--- src/rtl/me_pkg.sv ---
// Shared definitions for the motion-estimation SAD path: pixel width,
// derived datapath widths and the collector state encoding.
package me_pkg;

  localparam int unsigned PIXEL = 8;

  typedef enum logic [1:0] {IDLE, ACCUM, FLUSH} state_e;

  function automatic int unsigned clog2_min1(input int unsigned v);
    return (v > 1) ? $clog2(v) : 1;
  endfunction

  function automatic int unsigned row_w(input int unsigned pixel, input int unsigned num_pe);
    return pixel + $clog2(num_pe);
  endfunction

  function automatic int unsigned sad_w(input int unsigned pixel, input int unsigned num_pe,
                                        input int unsigned blk_rows);
    return pixel + $clog2(num_pe * blk_rows);
  endfunction

  function automatic int unsigned idx_w(input int unsigned num_cand);
    return clog2_min1(num_cand);
  endfunction

endpackage

--- src/rtl/sad_row_adder.sv ---
// Two-cycle row reducer: captures an accepted beat, then registers the sum of
// its NUM_PE lanes. Valid and an opaque tag travel alongside the data.
module sad_row_adder
  import me_pkg::*;
#(
  parameter int unsigned NUM_PE = 8,
  parameter int unsigned PIXEL  = me_pkg::PIXEL,
  parameter int unsigned TAG_W  = 1,
  parameter int unsigned ROW_W  = row_w(PIXEL, NUM_PE)
) (
  input  logic                    clk,
  input  logic                    rst_n,
  input  logic                    beat_valid,
  input  logic [NUM_PE*PIXEL-1:0] beat_data,
  input  logic [TAG_W-1:0]        beat_tag,
  output logic                    sum_valid,
  output logic [ROW_W-1:0]        row_sum,
  output logic [TAG_W-1:0]        sum_tag
);

  logic [NUM_PE*PIXEL-1:0] data_q;
  logic                    valid_q;
  logic [TAG_W-1:0]        tag_q;
  logic [ROW_W-1:0]        tree_sum;

  // ROW_W is sized so the full lane sum cannot overflow.
  always_comb begin
    tree_sum = '0;
    for (int i = 0; i < NUM_PE; i++) begin
      tree_sum = tree_sum + ROW_W'(data_q[i*PIXEL +: PIXEL]);
    end
  end

  always_ff @(posedge clk or negedge rst_n) begin
    if (!rst_n) begin
      data_q    <= '0;
      valid_q   <= 1'b0;
      tag_q     <= '0;
      sum_valid <= 1'b0;
      row_sum   <= '0;
      sum_tag   <= '0;
    end else begin
      valid_q   <= beat_valid;
      sum_valid <= valid_q;
      if (beat_valid) begin
        data_q <= beat_data;
        tag_q  <= beat_tag;
      end
      if (valid_q) begin
        row_sum <= tree_sum;
        sum_tag <= tag_q;
      end
    end
  end

endmodule

--- src/rtl/me_sad_collector.sv ---
// Reduces PE-array abs-difference rows into per-candidate SADs and tracks the
// minimum-SAD candidate over one search window.
module me_sad_collector
  import me_pkg::*;
#(
  parameter int unsigned PIXEL    = me_pkg::PIXEL,
  parameter int unsigned NUM_PE   = 8,
  parameter int unsigned BLK_ROWS = 8,
  parameter int unsigned NUM_CAND = 64,
  parameter int unsigned ROW_W    = row_w(PIXEL, NUM_PE),
  parameter int unsigned SAD_W    = sad_w(PIXEL, NUM_PE, BLK_ROWS),
  parameter int unsigned IDX_W    = idx_w(NUM_CAND)
) (
  input  logic                    clk,
  input  logic                    rst_n,
  input  logic                    start,
  input  logic                    abs_valid,
  input  logic [NUM_PE*PIXEL-1:0] abs_in,
  output logic                    busy,
  output logic                    cand_sad_valid,
  output logic [SAD_W-1:0]        cand_sad,
  output logic [IDX_W-1:0]        cand_idx,
  output logic [SAD_W-1:0]        best_sad,
  output logic [IDX_W-1:0]        best_idx,
  output logic                    done
);

  localparam int unsigned RC_W  = clog2_min1(BLK_ROWS);
  localparam int unsigned TAG_W = IDX_W + 2;

  state_e           state;
  logic [RC_W-1:0]  row_cnt;
  logic [IDX_W-1:0] cand_cnt;
  logic             flush_cnt;

  logic accept;
  logic start_ok;
  logic row_last;
  logic cand_last;

  assign accept    = (state == ACCUM) && abs_valid;
  assign start_ok  = (state == IDLE) && start;
  assign row_last  = (row_cnt == RC_W'(BLK_ROWS - 1));
  assign cand_last = (cand_cnt == IDX_W'(NUM_CAND - 1));

  always_ff @(posedge clk or negedge rst_n) begin
    if (!rst_n) begin
      state     <= IDLE;
      busy      <= 1'b0;
      done      <= 1'b0;
      row_cnt   <= '0;
      cand_cnt  <= '0;
      flush_cnt <= 1'b0;
    end else begin
      done <= 1'b0;
      unique case (state)
        IDLE: begin
          if (start) begin
            state    <= ACCUM;
            busy     <= 1'b1;
            row_cnt  <= '0;
            cand_cnt <= '0;
          end
        end
        ACCUM: begin
          if (abs_valid) begin
            if (row_last) begin
              row_cnt <= '0;
              if (cand_last) begin
                state     <= FLUSH;
                flush_cnt <= 1'b0;
              end else begin
                cand_cnt <= cand_cnt + 1'b1;
              end
            end else begin
              row_cnt <= row_cnt + 1'b1;
            end
          end
        end
        FLUSH: begin
          // Two cycles lets the final row reach the min tracker before done.
          flush_cnt <= 1'b1;
          if (flush_cnt) begin
            state <= IDLE;
            busy  <= 1'b0;
            done  <= 1'b1;
          end
        end
        default: state <= IDLE;
      endcase
    end
  end

  // Tag rides with the row through the adder: {first row, last row, candidate}.
  logic [TAG_W-1:0] beat_tag;
  logic [TAG_W-1:0] sum_tag;
  logic             sum_valid;
  logic [ROW_W-1:0] row_sum;

  assign beat_tag = {row_cnt == '0, row_last, cand_cnt};

  sad_row_adder #(
    .NUM_PE (NUM_PE),
    .PIXEL  (PIXEL),
    .TAG_W  (TAG_W),
    .ROW_W  (ROW_W)
  ) u_row_adder (
    .clk        (clk),
    .rst_n      (rst_n),
    .beat_valid (accept),
    .beat_data  (abs_in),
    .beat_tag   (beat_tag),
    .sum_valid  (sum_valid),
    .row_sum    (row_sum),
    .sum_tag    (sum_tag)
  );

  logic             sum_first;
  logic             sum_last;
  logic [IDX_W-1:0] sum_idx;
  logic [SAD_W-1:0] acc_q;
  logic [SAD_W-1:0] acc_next;

  assign {sum_first, sum_last, sum_idx} = sum_tag;
  // First row of a candidate reloads the accumulator, so candidates need no bubble.
  assign acc_next = (sum_first ? '0 : acc_q) + SAD_W'(row_sum);

  always_ff @(posedge clk or negedge rst_n) begin
    if (!rst_n) begin
      acc_q          <= '0;
      cand_sad_valid <= 1'b0;
      cand_sad       <= '0;
      cand_idx       <= '0;
      best_sad       <= '1;
      best_idx       <= '0;
    end else begin
      cand_sad_valid <= 1'b0;
      if (start_ok) begin
        acc_q    <= '0;
        best_sad <= '1;
        best_idx <= '0;
      end else if (sum_valid) begin
        acc_q <= acc_next;
        if (sum_last) begin
          cand_sad_valid <= 1'b1;
          cand_sad       <= acc_next;
          cand_idx       <= sum_idx;
          if (acc_next < best_sad) begin
            best_sad <= acc_next;
            best_idx <= sum_idx;
          end
        end
      end
    end
  end

endmodule

--- config.mk ---
export PLATFORM = sky130hd
export DESIGN_NAME = me_sad_collector
export DESIGN_NICKNAME = d
export VERILOG_FILES = /design/src/rtl/me_pkg.sv /design/src/rtl/sad_row_adder.sv /design/src/rtl/me_sad_collector.sv
export SDC_FILE = /design/constraint.sdc
export NUM_CORES = 1
export LEC_CHECK = 0
export CAP_MARGIN = 20
export CORE_MARGIN = 4
export CORE_UTILIZATION = 45
export DETAILED_ROUTE_END_ITERATION = 6
export PLACE_DENSITY_LB_ADDON = 0.2
export SYNTH_ARGS = -nofsm -noshare
export SYNTH_HDL_FRONTEND = slang
export SYNTH_SLANG_ARGS = --single-unit
export TNS_END_PERCENT = 100
--- constraint.sdc ---
create_clock -name clk -period 6.2 [get_ports clk]
set_input_delay 1.24 -clock clk [delete_from_list [all_inputs] [get_ports clk]]
set_output_delay 1.24 -clock clk [all_outputs]
set_load 0.05 [all_outputs]
==> results of run 1 <==
[cells by family after synthesis]
family	share of synthesized area, %
AND/OR/NAND/NOR	16.1
AO/OA/AOI/OAI	10.4
XOR/XNOR	2.29
multiplexers	3.09
adder cells (fa/ha/maj)	16.4
buffers and inverters	5.38
flip-flops	46.3
[worst max-delay path, cell delays in order (launching register included)]
cell and delay, ns:
dfrtp_1 0.39, ha_1 0.30, a21o_1 0.19, a21oi_1 0.21, o21ai_0 0.18, o41ai_1 0.46
xnor2_1 0.17, fa_1 0.51, inv_1 0.06, fa_1 0.50, fa_1 0.52, fa_1 0.51
inv_1 0.04, ha_1 0.34, o21ai_0 0.17, a21oi_1 0.08, o31a_1 0.10, a21oi_1 0.19
xnor2_1 0.09, mux2_2 0.26
[metrics by stage]
| step | area [um2] | hold slack (ns) | utilization, % | setup slack, ns |
|---|---|---|---|---|
| 2_1_floorplan | 8790 | 0.429 | - | 1.15 |
| 3_3_place_gp | 10200 | 0.456 | 53.6 | 0.992 |
| 3_5_place_dp | 10200 | 0.463 | 53.6 | 0.926 |
| 5_1_grt | 10800 | 0.497 | 56.8 | 0.461 |
| 4_1_cts | 10800 | 0.479 | 56.8 | 0.823 |
| 6_report | 10800 | 0.472 | 56.8 | 0.824 |
[power breakdown]
part           internal (W)  total [W]  switching [W]
Clock              0.000616    0.00110       0.000485
Combinational       0.00193    0.00430        0.00237
Sequential          0.00136    0.00155       0.000189
Total               0.00390    0.00695        0.00305
[final timing paths]
check	from	to	slack, ns	depth (start not counted)
min in group asynchronous	rst_n	cand_sad_valid$_DFF_PN0_	0.77	1
hold reg to reg	cand_sad[3]$_DFFE_PN0P_	cand_sad[3]$_DFFE_PN0P_	0.47	2
setup / recovery	u_row_adder.data_q[1]$_DFFE_PN0P_	u_row_adder.row_sum[10]$_DFFE_PN0P_	0.82	19
setup reg to reg	u_row_adder.data_q[1]$_DFFE_PN0P_	u_row_adder.row_sum[10]$_DFFE_PN0P_	0.82	19
hold / removal	cand_sad[3]$_DFFE_PN0P_	cand_sad[3]$_DFFE_PN0P_	0.47	2
max in group asynchronous	rst_n	u_row_adder.data_q[37]$_DFFE_PN0P_	4.28	2
[routing by layer]
metal	vias up	part of all wire, %	GRT usage, %
li1	3142	-	-
met1	2912	48	24.3
met2	117	47	28.6
met3	21	4.3	3.95
met4	0	1.1	4.24
met5	-	0	0
[area by class of cell]
type	instances	area (um2)
fillers	1662	8180
inverters	95	357
flip-flops and latches	162	4070
repair buffers	117	1150
well taps	260	325
clock inverters	14	189
clock buffers	18	429
multi-input cells	609	4250
[flip-flops by register name, summed over array words and instances (netlist names), 6 cells and up]
| name | count |
|---|---|
| u_row_adder.data_q | 64 |
| acc_q | 14 |
| best_sad | 14 |
| cand_sad | 14 |
| u_row_adder.row_sum | 11 |
| u_row_adder.sum_tag | 8 |
| u_row_adder.tag_q | 8 |
| best_idx | 6 |
| cand_cnt | 6 |
| cand_idx | 6 |
[layout by cell type, fill, tap and decap left out, types with 4 or more instances in the layout]
master	n
nor2_1	25
a22o_1	9
fa_1	40
nor2b_1	14
a2bb2oi_1	10
nand2b_1	6
nand3b_1	4
o21bai_1	4
nand4_1	4
ha_1	51
buf_4	7
a211oi_1	5
nand2_1	255
a21o_1	14
o21ai_0	33
o31ai_1	4
nor3_1	4
xor2_1	4
nand3_1	6
dfrtp_1	148
mux2_2	17
inv_8	4
clkdlybuf4s50_1	109
inv_1	93
a21oi_1	24
xnor2_1	19
dfstp_2	14
clkbuf_16	17
mux2i_1	8
==> reports/qor.yml, run 1 <==
logic_synthesis:
  async_flop_share_pct: 100
  synthTopCellsByCount: "nand2_1 (255), dfrtp_1 (148), inv_1 (94)"
  ys_top_cells_by_area: "dfrtp_1 (42%), nand2_1 (11%), fa_1 (9.1%)"
  yosys_warnings: 0
  ys.flop_type: "dfrtp_1"
  yosysTopAreaCell: "dfrtp_1"
  ys_seq_area_share_pct: 46.3
  ys_ff_latch: 162
  yosysMostFrequentCell: "nand2_1"
  mappedNetlistArea_um2: 8790
  synth_nets: 1055
  synth_edf_count: 0
  syn_area_per_cell_um2: 9.81
  ys_types: 57
  netlist.area_leader.share_pct: 42.1
  syn_inst: 896
global_routing:
  grt_usage_pct: 17.6
  grt_max_degree: 63
  gr-total-overflow: 0
  grt_pass1_vias: 6223
  antenna_found_initial: 0
  grt_pass1_wl_um: 31000
worst_setup_path:
  required_ns: 6.52
  endpoint_kind: "flip-flop"
  criticalPathCategory: "reg -> reg"
  arrival_ns: 5.70
  worstPathMaxFanout: 5
  cp-start-kind: "flip-flop"
power:
  design_power_total_w: 0.00695
  leakage_nw: 5.42
  p_per_area_nw_per_um2: 645
  ir_drop_mv: 0.471
sta:
  rsz0062_at_grt: "false"
  slew_headroom_pct: 45.0
  drv_slew: 0
  worst_slew_pin_slew_ns: 0.825
  fin_skew_ns: 0.00888
  tns_ns: 0
  period_share_pct: 86.7
  hold_viol: 0
  fmax_mhz: 186
  finalSetupViolCount: 0
  period_needed_ns: 5.38
detailed_routing:
  post-route-drc-count: 0
  drt_iter0_drc: 280
  routed_wl_um: 18300
  post_drt_wl_per_cell_um: 14.3
  antenna_left: 0
  vias_per_cell: 4.86
  vias: 6192
  firstDrtPassIters: 4
final_layout:
  area_growth_pct: 22.6
  instances_no_fill: 1275
  drive_above_1_share_pct: 7.88
  diodes: 0
  nets: 1161
clock_tree:
  cts_tree: "done"
  cts.sinks: 162
  post_cts.repair.setup_buffers: 0
  ctsResizeCount: 0
  cts_made_buffers: 17
  clock_latency_ns: 0.43
  clk_pin_slew_ns: 0.07
  cts_buffer_depth: 2
  htreeDepth: 4
  hold_buffers: 0
  cts-root-buf: "clkbuf_16"
placed_design:
  dpl.hpwl_um: 13200
  portBuffers: 110
  gp_congestion: 0.845
  place_inst: 1243
floorplanning:
  rows: 50
  start_util_pct: 46.4
  dieArea_um2: 21800
  io_pins: 111
  die_y_um: 148
  dieWidth_um: 148
  fp.coreArea_um2: 19000
hold_path:
  hp-class: "reg -> reg"
outcome:
  status: "complete, no violations"
flow_run:
  max_cap_violations: 0
Power figures use the tool's default switching activity.
==> run 2: changes to the inputs <==
Settings changed: ABC_AREA set to 1.
==> reports/qor.yml, run 2 <==
outcome:
  status: "complete, no violations"
logic_synthesis:
  mappedNetlistArea_um2: 9320  # +6.1%
  syn_inst: 1154  # +29%
  synth_nets: 1313  # +24%
  synthTopCellsByCount: "nand2_1 (443), inv_1 (196), dfrtp_1 (148)"
  ys_ff_latch: 162  # unchanged
  yosys_warnings: 0  # unchanged
  yosysTopAreaCell: "dfrtp_1"
  ys_seq_area_share_pct: 43.7  # -2.7 points
  synth_edf_count: 0  # unchanged
  netlist.area_leader.share_pct: 39.7  # -2.4 points
  ys.flop_type: "dfrtp_1"
  syn_area_per_cell_um2: 8.08  # -18%
  async_flop_share_pct: 100  # unchanged
  ys_types: 31  # -46%
  ys_top_cells_by_area: "dfrtp_1 (40%), nand2_1 (18%), fa_1 (8.6%)"
  yosysMostFrequentCell: "nand2_1"
placed_design:
  dpl.hpwl_um: 15700  # +19%
  gp_congestion: 0.874  # +3.4%
  portBuffers: 110  # unchanged
  dp_slack_ns: 1.13  # +0.205 ns
sta:
  tns_ns: 0  # unchanged
  slew_headroom_pct: 40.9  # -4.1 points
  worst_slew_pin_slew_ns: 0.885  # +0.0603 ns
  fmax_mhz: 194  # +4.3%
  period_share_pct: 83.2  # -3.5 points
  period_needed_ns: 5.16  # -0.220 ns
  rsz0062_at_grt: "false"
  worst_slack_ns: 1.04  # +0.220 ns
  drv_slew: 0  # unchanged
  finalSetupViolCount: 0  # unchanged
  fin_skew_ns: 0.0126  # +0.00375 ns
  hold_viol: 0  # unchanged
worst_setup_path:
  criticalPathCategory: "reg -> reg"
  worstPathMaxFanout: 4  # -1
  crit_buf_inv: 5  # +3
  cpMaxStageDelayCell: "fa_1"
  required_ns: 6.51  # about the same
  path_common_cell: "nand2_1"
  arrival_ns: 5.47  # -0.23 ns
  path_delay_family: "adder cells"
  max_stage_delay_ns: 0.53  # about the same
  endpoint_kind: "flip-flop"
  cp-start-kind: "flip-flop"
  path_cells: "ha_1 > inv_1 > fa_1 > o21ai_0 > nand2_1 > nand2_1 > nand2_1 > nand2_1 > xnor2_1 > inv_1 > fa_1 > inv_1 > fa_1 > fa_1 > fa_1 > inv_1 > ha_1 > inv_1 > o21ai_0 > a31oi_1 > nand2_1 > nand2_1 > nand3_1 > nand2_1"
floorplanning:
  rows: 52  # +4.0%
  dieWidth_um: 152  # +2.8%
  io_pins: 111  # unchanged
  dieArea_um2: 23100  # +5.8%
  fp.coreArea_um2: 20300  # +7.1%
  die_y_um: 152  # +2.8%
  start_util_pct: 45.9  # -0.43 points
detailed_routing:
  vias_per_cell: 4.77  # -1.8%
  routed_wl_um: 21100  # +16%
  post_drt_wl_per_cell_um: 13.7  # -4.3%
  post-route-drc-count: 0  # unchanged
  vias: 7346  # +19%
  drt_iter0_drc: 514  # +84%
  firstDrtPassIters: 5  # +1
  antenna_left: 0  # unchanged
global_routing:
  antenna_found_initial: 0  # unchanged
  gr-total-overflow: 0  # unchanged
  grt_pass1_wl_um: 36500  # +18%
  grt_max_degree: 79  # +25%
  grt_pass1_vias: 7436  # +19%
  grt_usage_pct: 19.1  # +1.5 points
power:
  p_per_area_nw_per_um2: 594  # -8.0%
  p_clk_share_pct: 15.7  # about the same
  ir_drop_mv: 0.317  # -33%
  switching_power_w: 0.00326  # +6.8%
  p_comb_share_pct: 60.4  # -1.5 points
  seq_power_share_pct: 23.9  # +1.6 points
  p_int_w: 0.00340  # -13%
  design_power_total_w: 0.00665  # -4.3%
  p_sw_share_pct: 48.9  # +5.1 points
  leakage_nw: 5.95  # +9.9%
final_layout:
  drive_above_1_share_pct: 5.12  # -2.8 points
  seq_area_um2: 4070  # unchanged
  diodes: 0  # unchanged
  largest_register_ffs: 64  # unchanged
  largest_register: "u_row_adder.data_q"
  nets: 1416  # +22%
  fillers: 1930  # +16%
  multi_input_area_um2: 4330  # +1.9%
  layout_common_cells: "nand2_1 (443), inv_1 (196), dfrtp_1 (148)"
  final_common_cell: "nand2_1"
  area_growth_pct: 20.2
clock_tree:
  clock_latency_ns: 0.43  # about the same
  cts-root-buf: "clkbuf_16"
  clk_pin_slew_ns: 0.07  # about the same
  htreeDepth: 4  # unchanged
  cts.sinks: 162  # unchanged
  cts_made_buffers: 17  # unchanged
  hold_buffers: 0  # unchanged
  ctsResizeCount: 0  # unchanged
  cts_buffer_depth: 2  # unchanged
  cts_tree: "done"
  post_cts.repair.setup_buffers: 0  # unchanged
hold_path:
  hp-class: "reg -> reg"
flow_run:
  max_cap_violations: 0  # unchanged
-- run 2: worst paths after layout --
kind	startpoint	end	slack (ns)	cells after the start
max	u_row_adder.data_q[8]$_DFFE_PN0P_	u_row_adder.row_sum[9]$_DFFE_PN0P_	1.04	24
min	best_sad[6]$_DFFE_PN1P_	best_sad[6]$_DFFE_PN1P_	0.48	2
max reg2reg	u_row_adder.data_q[8]$_DFFE_PN0P_	u_row_adder.row_sum[9]$_DFFE_PN0P_	1.04	24
min reg2reg	best_sad[6]$_DFFE_PN1P_	best_sad[6]$_DFFE_PN1P_	0.48	2
max in group asynchronous	rst_n	u_row_adder.row_sum[1]$_DFFE_PN0P_	4.32	2
min in group asynchronous	rst_n	u_row_adder.data_q[51]$_DFFE_PN0P_	0.73	1
-- run 2: layout make-up --
cell class              instances  area share (%)
flip-flops and latches        162            36.3
well taps                     270            3.01
clock buffers                  18            3.92
repair buffers                114            10.1
clock inverters                14            1.32
inverters                     200            6.70
multi-input cells             762            38.6
-- run 2: worst register-to-register path, stage by stage, from the launching register on --
cell	delay, ns
dfrtp_1	0.36
ha_1	0.18
inv_1	0.06
fa_1	0.40
o21ai_0	0.35
nand2_1	0.09
nand2_1	0.08
nand2_1	0.05
nand2_1	0.08
xnor2_1	0.13
inv_1	0.07
fa_1	0.48
inv_1	0.05
fa_1	0.50
fa_1	0.53
fa_1	0.51
inv_1	0.04
ha_1	0.35
inv_1	0.09
o21ai_0	0.25
a31oi_1	0.15
nand2_1	0.08
nand2_1	0.04
nand3_1	0.06
nand2_1	0.07
-- run 2: logic make-up after synthesis --
group,after synthesis,synth area share (%)
AOI/OAI and AO/OA,110,6.48
DFF,162,43.7
adders and majority gates,91,15.4
xor gates and xnor gates,11,1.03
and+or+nand+nor,550,23.5
buffers and inverters,230,9.90
-- run 2: stage by stage --
stage          utilization [%]  area (um2)  hold WS (ns)  instances
5_1_grt                   55.2       11200         0.493       1540
4_1_cts                   55.2       11200         0.479       1540
2_1_floorplan                -        9320         0.352       1154
3_3_place_gp              52.3       10600         0.463       1508
6_report                  55.2       11200         0.478       1540
3_5_place_dp              52.3       10600         0.468       1508
-- run 2: layer usage --
layer / vias to the layer above / GRT usage, % / part of all wire, %
met3: 22 / 3.04 / 3.4
met1: 3458 / 26.3 / 47
met5: - / 0 / 0
met4: 0 / 5.57 / 1.4
met2: 129 / 31.6 / 48
li1: 3737 / - / -
-- run 2: power groups by stage --
| stage | sequential [W] | clock (W) | combinational, W |
|---|---|---|---|
| 2_1_floorplan | 0.00199 | 0 | 0.00252 |
| 3_3_place_gp | 0.00160 | 0 | 0.00390 |
| 3_5_place_dp | 0.00161 | 0 | 0.00400 |
| 4_1_cts | 0.00159 | 0.00107 | 0.00404 |
| 5_1_grt | 0.00163 | 0.00111 | 0.00462 |
| 6_report | 0.00159 | 0.00105 | 0.00402 |
==> run 3: changes to the inputs <==
Clock period 6.2 ns to 4.6 ns, I/O delays scaled along.
==> reports/qor.yml, run 3 (synthesis results as in run 2) <==
global_routing:
  grt_max_degree: 92  # +16%
  grt_usage_pct: 19.1  # -0.031 points
  antenna_found_initial: 0  # unchanged
  gr-total-overflow: 0  # unchanged
  grt_pass1_wl_um: 36500  # -0.17%
  grt_pass1_vias: 7436  # unchanged
sta:
  period_needed_ns: 4.53  # -0.625 ns
  period_share_pct: 98.5  # +15 points
  finalSetupViolCount: 0  # unchanged
  drv_slew: 0  # unchanged
  tns_ns: 0  # unchanged
  rsz0062_at_grt: "true"
  fin_skew_ns: 0.0120  # -0.000677 ns
  slew_headroom_pct: 40.4  # -0.51 points
  fmax_mhz: 221  # +14%
  hold_viol: 0  # unchanged
  worst_slew_pin_slew_ns: 0.893  # +0.00763 ns
final_layout:
  area_growth_pct: 24.1
  largest_register_ffs: 64  # unchanged
  nets: 1438  # +1.6%
  instances_no_fill: 1561  # +1.4%
  drive_above_1_share_pct: 10.1  # +5.0 points
  diodes: 0  # unchanged
  fillers: 1876  # -2.8%
  largest_register: "u_row_adder.data_q"
  final_common_cell: "nand2_1"
  layout_common_cells: "nand2_1 (435), inv_1 (187), dfrtp_1 (148)"
floorplanning:
  io_pins: 111  # unchanged
  dieArea_um2: 23100  # unchanged
  dieWidth_um: 152  # unchanged
  fp.coreArea_um2: 20300  # unchanged
  die_y_um: 152  # unchanged
  rows: 52  # unchanged
  start_util_pct: 45.9  # unchanged
clock_tree:
  cts_tree: "done"
  htreeDepth: 4  # unchanged
  cts.sinks: 162  # unchanged
  cts-root-buf: "clkbuf_16"
  cts_made_buffers: 17  # unchanged
  cts_buffer_depth: 2  # unchanged
  clk_pin_slew_ns: 0.07  # about the same
  clock_latency_ns: 0.43  # about the same
detailed_routing:
  post_drt_wl_per_cell_um: 13.9  # +1.2%
  drt_iter0_drc: 444  # -14%
  vias: 7330  # -0.22%
  antenna_left: 0  # unchanged
  vias_per_cell: 4.70  # -1.6%
  routed_wl_um: 21700  # +2.6%
  firstDrtPassIters: 5  # unchanged
  post-route-drc-count: 0  # unchanged
placed_design:
  dpl.hpwl_um: 16100  # +2.1%
  portBuffers: 110  # unchanged
  place_inst: 1528  # +1.3%
  gp_congestion: 0.858  # -1.9%
worst_setup_path:
  worstPathMaxFanout: 4  # unchanged
  arrival_ns: 4.84  # -0.63 ns
  required_ns: 4.91  # -1.60 ns
  endpoint_kind: "flip-flop"
  criticalPathCategory: "reg -> reg"
  cp-start-kind: "flip-flop"
outcome:
  status: "complete, no violations"
hold_path:
  hp-class: "reg -> reg"
flow_run:
  max_cap_violations: 0  # unchanged
-- run 3: cell types whose count changed in the layout (fill, tap and decap cells not counted), sizes merged --
cell,change
clkinvlp,-2
buf,+22
clkinv,+2
inv,-1
-- run 3: worst max-delay path: stages, from the launching register on --
cell and delay [ns]:
dfrtp_1 0.35, ha_2 0.19, inv_2 0.04, fa_2 0.36, o21ai_2 0.13, nand2_1 0.06, nand2_1 0.07, nand2_1 0.06
nand2_1 0.07, xnor2_1 0.11, inv_1 0.07, fa_1 0.47, inv_1 0.05, fa_1 0.53, fa_1 0.43, fa_1 0.50
inv_2 0.04, ha_4 0.30, nand2_2 0.09, nor2_4 0.11, nand3_2 0.09, nand3_1 0.09, nand2_1 0.05, nand3_1 0.06
nand2_1 0.07
-- run 3: through the flow --
step | setup WS, ns | hold slack, ns | utilization, % | cell area, um2
2_1_floorplan | 0.0226 | 0.352 | - | 9330
3_3_place_gp | -0.0876 | 0.464 | 53.1 | 10800
3_5_place_dp | -0.172 | 0.467 | 53.1 | 10800
4_1_cts | 0.0165 | 0.479 | 56.2 | 11400
5_1_grt | -0.161 | 0.498 | 57.0 | 11600
6_report | 0.0684 | 0.477 | 57.0 | 11600
-- run 3: final timing paths --
kind	startpoint	to	slack [ns]	cells past startpoint
min in group asynchronous	rst_n	u_row_adder.data_q[63]$_DFFE_PN0P_	0.58	1
worst min register to register	u_row_adder.tag_q[7]$_DFFE_PN0P_	u_row_adder.sum_tag[7]$_DFFE_PN0P_	0.48	2
worst max-delay path	u_row_adder.data_q[0]$_DFFE_PN0P_	u_row_adder.row_sum[10]$_DFFE_PN0P_	0.07	24
max in group asynchronous	rst_n	u_row_adder.data_q[26]$_DFFE_PN0P_	3.16	2
worst min-delay path	u_row_adder.tag_q[7]$_DFFE_PN0P_	u_row_adder.sum_tag[7]$_DFFE_PN0P_	0.48	2
worst max register to register	u_row_adder.data_q[0]$_DFFE_PN0P_	u_row_adder.row_sum[10]$_DFFE_PN0P_	0.07	24
-- run 3: what timing repair did --
| action | CTS | global route |
|---|---|---|
| pin swaps | 8 | 30 |
| endpoints found under the hold margin | 0 | 0 |
| buffers inserted | 0 | 2 |
| resized for setup | 16 | 42 |
| endpoints found under the setup margin | 6 | 7 |
| hold buffers | 0 | 0 |
| gates cloned | 0 | 0 |
-- run 3: final cells by class --
type                            count  area [um2]  share of cell area (%)
Clock buffer                       18         429                    3.71
Clock inverter                     13         126                    1.09
Inverter                          200         756                    6.53
Multi-Input combinational cell    762        4540                    39.2
Sequential cell                   162        4070                    35.2
Tap cell                          270         338                    2.92
Timing Repair Buffer              136        1310                    11.3
-- run 3: layer usage --
metal | routed length, um | GRT usage, % | part of all wire, %
met2 | 10500 | 31.5 | 48
met3 | 768 | 3.10 | 3.5
met1 | 10200 | 26.5 | 47
met5 | 0 | 0 | 0
met4 | 299 | 5.14 | 1.4
Power of run 3 is not shown: default switching activity piles up to over one toggle a cycle in this logic, so the estimate is an artifact.
